### src/rtl/ifetch_queue.sv
// Instruction fetch front end: credit-limited in-order word fetch, DEPTH-entry
// prefetch queue with PC/fault tagging, and valid/ready delivery to decode.
module ifetch_queue #(
    parameter int unsigned DEPTH    = 4,
    parameter logic [31:0] RESET_PC = 32'h0000_0000
) (
    input  logic        i_clk,
    input  logic        i_rst,
    output logic        o_imem_req,
    output logic [31:0] o_imem_addr,
    input  logic        i_imem_rdy,
    input  logic        i_imem_rsp,
    input  logic [31:0] i_imem_data,
    input  logic        i_imem_err,
    input  logic        i_redirect,
    input  logic [31:0] i_redirect_pc,
    output logic        o_inst_valid,
    output logic [31:0] o_inst,
    output logic [31:0] o_inst_pc,
    output logic        o_inst_excp_en,
    output logic [31:0] o_inst_excp,
    input  logic        i_inst_ready
);

    localparam int unsigned AW = $clog2(DEPTH);
    localparam int unsigned CW = AW + 1;
    localparam logic [31:0] NOP            = 32'h0000_0013;
    localparam logic [31:0] CAUSE_MISALIGN = 32'd0;
    localparam logic [31:0] CAUSE_ACCESS   = 32'd1;
    localparam logic [31:0] CAUSE_NONE     = 32'd63;

    typedef enum logic {RUN, HALT} mode_t;

    typedef struct packed {
        logic [31:0] data;
        logic [31:0] pc;
        logic        excp_en;
        logic        access;   // 1: access fault, 0: misaligned target
    } entry_t;

    entry_t        r_q [DEPTH];
    logic [AW-1:0] r_rd;
    logic [AW-1:0] r_wr;
    logic [CW-1:0] r_count;
    logic [CW-1:0] r_infl;
    logic [CW-1:0] r_drop;
    logic [31:0]   r_fetch_pc;
    logic [31:0]   r_rsp_pc;
    mode_t         r_mode;

    logic          w_req;
    logic          w_hs;
    logic          w_valid;
    logic          w_pop;
    logic          w_push;
    logic          w_rsp_drop;
    logic [CW:0]   w_credit;
    logic [CW-1:0] w_infl_nxt;
    entry_t        w_head;

    // Requests are credit-limited so every response has a queue slot waiting.
    assign w_credit   = (CW+1)'(r_count) + (CW+1)'(r_infl);
    assign w_req      = (r_mode == RUN) && !i_rst && !i_redirect && (w_credit < (CW+1)'(DEPTH));
    assign w_hs       = w_req && i_imem_rdy;
    assign w_valid    = (r_count != '0) && !i_redirect && !i_rst;
    assign w_pop      = w_valid && i_inst_ready;
    assign w_rsp_drop = (r_drop != '0);
    assign w_push     = i_imem_rsp && !w_rsp_drop && !i_redirect;
    assign w_infl_nxt = r_infl + CW'(w_hs) - CW'(i_imem_rsp);
    assign w_head     = r_q[r_rd];

    assign o_imem_req     = w_req;
    assign o_imem_addr    = r_fetch_pc;
    assign o_inst_valid   = w_valid;
    assign o_inst         = w_valid ? w_head.data : NOP;
    assign o_inst_pc      = w_valid ? w_head.pc : 32'd0;
    assign o_inst_excp_en = w_valid && w_head.excp_en;

    always_comb begin
        o_inst_excp = CAUSE_NONE;
        if (w_valid && w_head.excp_en)
            o_inst_excp = w_head.access ? CAUSE_ACCESS : CAUSE_MISALIGN;
    end

    always_ff @(posedge i_clk) begin
        if (i_rst) begin
            r_rd       <= '0;
            r_wr       <= '0;
            r_count    <= '0;
            r_infl     <= '0;
            r_drop     <= '0;
            r_fetch_pc <= RESET_PC;
            r_rsp_pc   <= RESET_PC;
            r_mode     <= RUN;
        end else begin
            r_infl <= w_infl_nxt;
            if (i_redirect) begin
                r_fetch_pc <= {i_redirect_pc[31:2], 2'b00};
                r_rsp_pc   <= {i_redirect_pc[31:2], 2'b00};
                // Every response still outstanding after this edge belongs to the old stream.
                r_drop     <= r_infl - CW'(i_imem_rsp);
                r_rd       <= '0;
                if (i_redirect_pc[1:0] != 2'b00) begin
                    r_q[0]  <= '{data: NOP, pc: i_redirect_pc, excp_en: 1'b1, access: 1'b0};
                    r_wr    <= AW'(1);
                    r_count <= CW'(1);
                    r_mode  <= HALT;
                end else begin
                    r_wr    <= '0;
                    r_count <= '0;
                    r_mode  <= RUN;
                end
            end else begin
                if (w_hs)
                    r_fetch_pc <= r_fetch_pc + 32'd4;
                if (i_imem_rsp && w_rsp_drop)
                    r_drop <= r_drop - CW'(1);
                if (w_push) begin
                    r_q[r_wr] <= '{data: i_imem_data, pc: r_rsp_pc, excp_en: i_imem_err, access: 1'b1};
                    r_wr      <= r_wr + AW'(1);
                    r_rsp_pc  <= r_rsp_pc + 32'd4;
                    if (i_imem_err)
                        r_mode <= HALT;
                end
                if (w_pop)
                    r_rd <= r_rd + AW'(1);
                r_count <= r_count + CW'(w_push) - CW'(w_pop);
            end
        end
    end

    // The credit rule must make a push into a full queue impossible.
    always_ff @(posedge i_clk) begin
        if (!i_rst && w_push)
            assert (r_count != CW'(DEPTH));
    end

endmodule

### config.mk
export PLATFORM = sky130hd
export DESIGN_NAME = ifetch_queue
export DESIGN_NICKNAME = d
export VERILOG_FILES = /design/src/rtl/ifetch_queue.sv
export SDC_FILE = /design/constraint.sdc
export NUM_CORES = 1
export LEC_CHECK = 0
export ABC_AREA = 1
export CORE_MARGIN = 4
export CORE_UTILIZATION = 40
export DETAILED_ROUTE_END_ITERATION = 10
export GPL_TIMING_DRIVEN = 0
export SLEW_MARGIN = 20
export SYNTH_ARGS = -nofsm -noshare
export SYNTH_HDL_FRONTEND = slang
export SYNTH_SLANG_ARGS = --single-unit
### constraint.sdc
create_clock -name i_clk -period 14.2 [get_ports i_clk]
set_input_delay 2.13 -clock i_clk [delete_from_list [all_inputs] [get_ports i_clk]]
set_output_delay 2.13 -clock i_clk [all_outputs]
set_load 0.01 [all_outputs]
==> results of run 1 <==
per-stage QoR:
step / cells / hold slack [ns] / setup WS, ns
2_1_floorplan: 1804 / 0.436 / 6.24
3_3_place_gp: 2494 / 0.477 / 1.78
3_5_place_dp: 2519 / 0.481 / 7.17
4_1_cts: 2581 / 0.495 / 7.15
5_1_grt: 2581 / 0.528 / 7.05
6_report: 2581 / 0.490 / 7.17
state kept, by name (all words and copies together) (netlist names), named ones only:
register and cells:
r_q 264, o_imem_addr 30, r_rsp_pc 30, r_count 3, r_drop 3, r_infl 3
r_rd 2, r_wr 2, r_mode 1
worst max path at each step:
stage	depth (start not counted)	to	start	slack (ns)
finish	8	o_inst_excp[0]	i_rst	7.17
global route	8	o_inst_excp[0]	i_rst	7.05
CTS	8	o_inst_excp[0]	i_rst	7.15
detailed placement	8	o_inst_excp[0]	i_rst	7.17
global placement	7	r_q[1][36]$_DFFE_PP_	i_rst	1.78
floorplan	7	r_q[1][0]$_DFFE_PP_	i_redirect	6.24
cells by family after synthesis:
family	count (synthesis)
AND/OR/NAND/NOR	813
buffers and inverters	262
adder cells (fa/ha/maj)	14
AO/OA/AOI/OAI	329
XOR/XNOR	18
other	1
flip-flops	340
power breakdown:
part	switching (W)	internal (W)
sequential	0.0000231	0.00111
clock	0.000384	0.000551
combinational	0.000137	0.0000907
total	0.000544	0.00175
final cells by class:
cell class                      instances  area, um2  area share
Timing Repair Buffer                  197       2050       0.103
Sequential cell                       340       9450       0.474
Buffer                                114        606      0.0304
Inverter                              148        557      0.0279
Clock buffer                           44        952      0.0478
Clock inverter                         18        198     0.00992
Tap cell                              518        648      0.0325
Multi-Input combinational cell       1202       5470       0.275
layer usage:
metal,global-route usage,up-vias
li1,-,6374
met1,0.288,6054
met2,0.351,446
met3,0.0298,81
met4,0.0680,0
met5,0,-
cells in the final DEF, fill, tap and decap left out, types with 4 or more instances in the layout:
cell type / n
nand2_1: 304
clkdlybuf4s50_1: 172
buf_6: 10
o21ai_0: 195
xor2_1: 10
xnor2_1: 8
conb_1: 28
nand3_1: 73
edfxtp_1: 264
clkinv_2: 6
inv_2: 5
clkbuf_1: 58
clkinv_1: 5
nor3_1: 4
dfxtp_1: 76
nand3b_1: 9
clkbuf_16: 37
a31oi_1: 14
nor2_1: 393
a21oi_1: 107
nand4_1: 8
inv_1: 142
bufinv_16: 4
buf_2: 22
ha_1: 12
buf_4: 46
buf_1: 4
buf_16: 5
nor2_2: 5
critical path, stage by stage:
cell and delay, ns:
clkdlybuf4s50_1 0.54, nor2_4 0.25, nand2_1 0.39, inv_1 0.35, nand3_1 0.30, inv_1 0.22, o221ai_1 0.18, clkdlybuf4s50_1 0.52
==> impl_metrics.json, run 1 <==
{
  "status": "completed",
  "finalSetupTns_ns": 0,
  "min_period_ns": 7.03,
  "end_kind": "output port",
  "finalNetCount": 2125,
  "n_antenna_cell": 0,
  "drt_first_pass_iters": 5,
  "coreArea_mm2": 0.0390,
  "ys.flop_type": "edfxtp_1",
  "cts_inserted_buffers": 37,
  "worst-slew-pin-transition_ns": 0.777,
  "post-cts-setup-buffers": 0,
  "startpoint_type": "input port",
  "wl_met1_um": 20700,
  "highest_layer": "met4",
  "hold_buffers": 0,
  "drive_above_1_share": 0.0761,
  "wl_met3_um": 2830,
  "syn_avg_cell_area_um2": 8.98,
  "rsz0062_at_grt": "false",
  "yosysSeqAreaShare": 0.592,
  "whs_endpoint": "r_mode$_SDFFE_PP0P_",
  "worst_r2r_endpoint": "r_q[2][48]$_DFFE_PP_",
  "wl_per_cell_um": 18.4,
  "worstRegToRegCells": 12,
  "async_reset_ff_frac": 0,
  "power.total_w": 0.00229,
  "powerDensity_mw_per_mm2": 115,
  "cts_sinks": 340,
  "cts_tree": "built",
  "synthCells": 1777,
  "cts_max_level": 2,
  "nFillCells": 3667,
  "syn_area_mm2": 0.0160,
  "setup_viol": 0,
  "dpl-instance-area_mm2": 0.0188,
  "yosys.area_share.adder": 0.0119,
  "postRouteAntennaNets": 0,
  "criticalPathCategory": "in -> out",
  "ys_ff_latch": 340,
  "wl_met2_um": 22400,
  "synth-edff-count": 264,
  "maxSlewViolCount": 0,
  "dp_hpwl_um": 34200,
  "hold_viol": 0,
  "grt_pass1_wl_um": 72400,
  "final_core_util": 0.511,
  "synth_compound_area_frac": 0.106,
  "r2r_slack_ns": 11.12,
  "final_cell_area_mm2": 0.0199,
  "synthTopCellsByArea": "edfxtp_1 50%, dfxtp_1 9.5%, nor2_1 9.3%, nand2_1 7.2%, o21ai_0 6.1%",
  "fin_skew_ns": 0.00837,
  "ioPinCount": 202,
  "synth_top_family_by_area": "simple AND/OR/NAND/NOR gates",
  "critPathArrivalTime_ns": 4.90,
  "synth.cells.most_frequent": "394 x nor2_1, 304 x nand2_1, 264 x edfxtp_1",
  "ctsResizeCount": 0,
  "initial_utilization": 0.409,
  "crit_path_max_fanout": 9,
  "yosysWarnings": 0,
  "synth_cell_type_count": 42,
  "num_vias": 13000,
  "die_x_um": 208,
  "cts-root-buf": "clkbuf_16",
  "maxSlewHeadroom": 0.481,
  "numPortBuffers": 172,
  "place.gp.congestion": 0.940,
  "drv_cap": 0,
  "hp-start": "r_mode$_SDFFE_PP0P_",
  "hold_class": "reg -> reg",
  "synth_mux_area_frac": 0,
  "clock_path_buffers": 3,
  "grt_max_degree": 23,
  "reg2reg_from": "r_drop[0]$_SDFFE_PP0P_",
  "fp.dieArea_mm2": 0.0431,
  "antenna_found_initial": 0,
  "routed_wl_um": 47500,
  "post-route-period-util": 0.495,
  "critPathRequiredTime_ns": 12.07,
  "synth_top_area_frac": 0.497,
  "path_clk_slew_ns": 0.06,
  "synth.most_common_cell": "nor2_1",
  "routed_via_density": 5.02,
  "die_y_um": 208,
  "drc": 0,
  "synth-simple-area-share": 0.207,
  "ir_drop_mv": 0.0687,
  "overflow": 0,
  "grt_use_total": 0.211,
  "grt_pass1_vias": 12600,
  "fmax_mhz": 142,
  "synthToLayoutAreaGrowth_pct": 24.9,
  "rows": 72,
  "synth_xor_area_frac": 0.00988,
  "worstSkewPairLatency_ns": 0.52,
  "drtIter0Drc": 853,
  "synth_area_leader_cell": "edfxtp_1",
  "leakage_nw": 7.43,
  "whs_path_depth": 2
}
Note: power is estimated with default switching activity, not from simulation.
==> inputs of run 2 (changes only) <==
Clock period 14.2 ns to 7 ns, I/O delays scaled along.
==> results of run 2 <==
Same layout as run 1 (identical final DEF). Status: completed.
Among the figures that moved: setup slack after placement 7.17 ns -> 2.13 ns; setup slack after layout 7.17 ns -> 2.13 ns; register-to-register setup slack 11.12 ns -> 3.92 ns; total power 0.00229 W -> 0.00465 W; worst IR drop on VDD 0.0687 mV -> 0.139 mV
==> variant, RTL diff (flow settings as in run 2) <==
Change the parameter `DEPTH` from 4 to 8.
--- a/src/rtl/ifetch_queue.sv
+++ b/src/rtl/ifetch_queue.sv
@@ -3,3 +3,3 @@
 module ifetch_queue #(
-    parameter int unsigned DEPTH    = 4,
+    parameter int unsigned DEPTH    = 8,
     parameter logic [31:0] RESET_PC = 32'h0000_0000
Function: no difference found for any inputs over 4 cycles, from zero or initial values and one cycle with i_rst high; that may be too few to reach the edited logic, so the function may still have changed.
==> variant against run 2 <==
Clock skew up 0.013 ns. Count of clock-buffer cells in the layout up 37. Synthesized area up 69%. Synthesized cell count up 43%. Register-to-register slack worse by 0.21 ns. Routed wire length up 71%. Combinational power up 38%. Setup slack better by 0.20 ns. Global-route usage up 1.1 points. Design area up 63%. Power up 74%. Sequential cell count up 270. First-iteration DRC count up 140%. Critical path type unchanged.
==> variant: results (changes against run 2) <==
Timing
  – Final Skew: 0.0216 ns (+0.0132 ns)
  – Slew at the pin closest to its max-slew limit: 1.05 ns (+0.275 ns)

Route
  – Drt wl/cell: 21.7 µm (+18%)
  – Met3 wire length: 5380 µm (+91%)
  – Vias/cell: 5.43 (+8.2%)
  – DR iter-0 viols: 2080 (+140%)
  – WL met1: 34400 µm (+66%)
  – DR WL met2: 39200 µm (+75%)

GRT
  – Met3 GRT Util: 3.15% (+0.17 points)
  – First-pass GRT wire length: 122000 µm (+68%)
  – Met2 Track Usage GR: 37.4% (+2.2 points)
  – Gr usage total: 22.3% (+1.1 points)
  – Vias in the first global route: 20268 (+61%)
  – Met1 Use GR: 29.9% (+1.1 points)
  – Largest net degree at the start of global routing: 39 (+70%)

Power
  – Leak: 11.8 nW (+58%)
  – Power share of the clock group: 41.5% (+0.7 points)
  – Net Sw Frac: 23.2% (-0.58 points)
  – Pwr Total: 8.08 mW (+74%)
  – Peak supply drop: 0.123 mV (-12%)
  – Seq pwr share: 50.6% (+1.3 points)

Clock tree
  – Worst skew pair latency: 0.60 ns (+0.08 ns)
  – # H-tree levels: 3 (+1)
  – Number of instances resized during post-cts repair: 0 (unchanged)
  – Total CTS buffers: 67 (+81%)

Setup path
  – Critical path arrival: 3.62 ns (-0.20 ns)
  – Peak fanout along the critical path: 10 (+1)
  – Slowest CP cell: clkdlybuf4s50_1

Placed design
  – Setup WS pre-CTS: 2.43 ns (+0.305 ns)
  – Placed Area: 0.0304 mm² (+62%)
  – Final HPWL DP: 55600 µm (+63%)
  – GPL Wtd Cong: 0.891 (-5.2%)
  – Port buffer count: 171 (-0.58%)
  – Placed cell count: 3641 (+45%)

Final layout
  – Layout cells sized above 1: 10.0% (+2.4 points)
  – Final Non-Filler Cells: 3755 (+45%)
  – Nets: 2931 (+38%)
  – Max FFs per register: 528 (+100%)

Synth
  – Sequential area share after synthesis: 64.8% (+5.5 points)
  – Most frequent cells after synthesis: edfxtp_1, nor2_1, nand2_1, o21ai_0, inv_1
  – Avg Inst Size Synth: 10.6 µm² (+19%)
  – Post-synth cell types: 47 (+12%)
  – Synth top area cells: edfxtp_1, nor2_1, dfxtp_1
  – Number of synthesized flops with an enable pin: 528 (+100%)

Outcome
  – Status: completed

Hold path
  – Hold path startpoint: r_rd[1]$_SDFFE_PP0P_
==> variant: final timing paths <==
path,to,slack [ns],cells after the start
worst max-delay path,o_inst_pc[17],2.33,9
worst min-delay path,r_rd[1]$_SDFFE_PP0P_,0.51,2
worst max register to register,r_q[7][60]$_DFFE_PP_,3.71,14
worst min register to register,r_rd[1]$_SDFFE_PP0P_,0.51,2
==> variant: final cells by class <==
type	instances	area [µm²]
buffer	175	986
timing repair buffer	202	2160
multi-input combinational	1613	8030
inverter	168	651
clock buffer	81	1750
tap	873	1090
clock inverter	32	305
sequential	610	17500
fill	6099	34600
antenna	1	2.50
==> variant: logic make-up (layout without fill, tap and decap cells) <==
family                   Yosys count  count (layout)  share of synthesized area [%]
buffers and inverters            343             658                           6.03
other                              1              29                         0.0139
flip-flops                       610             610                           64.8
XOR/XNOR                          11              11                          0.357
AO/OA/AOI/OAI                    527             527                           12.2
adder cells (fa/ha/maj)           23              23                           1.12
AND/OR/NAND/NOR                 1024            1024                           15.5
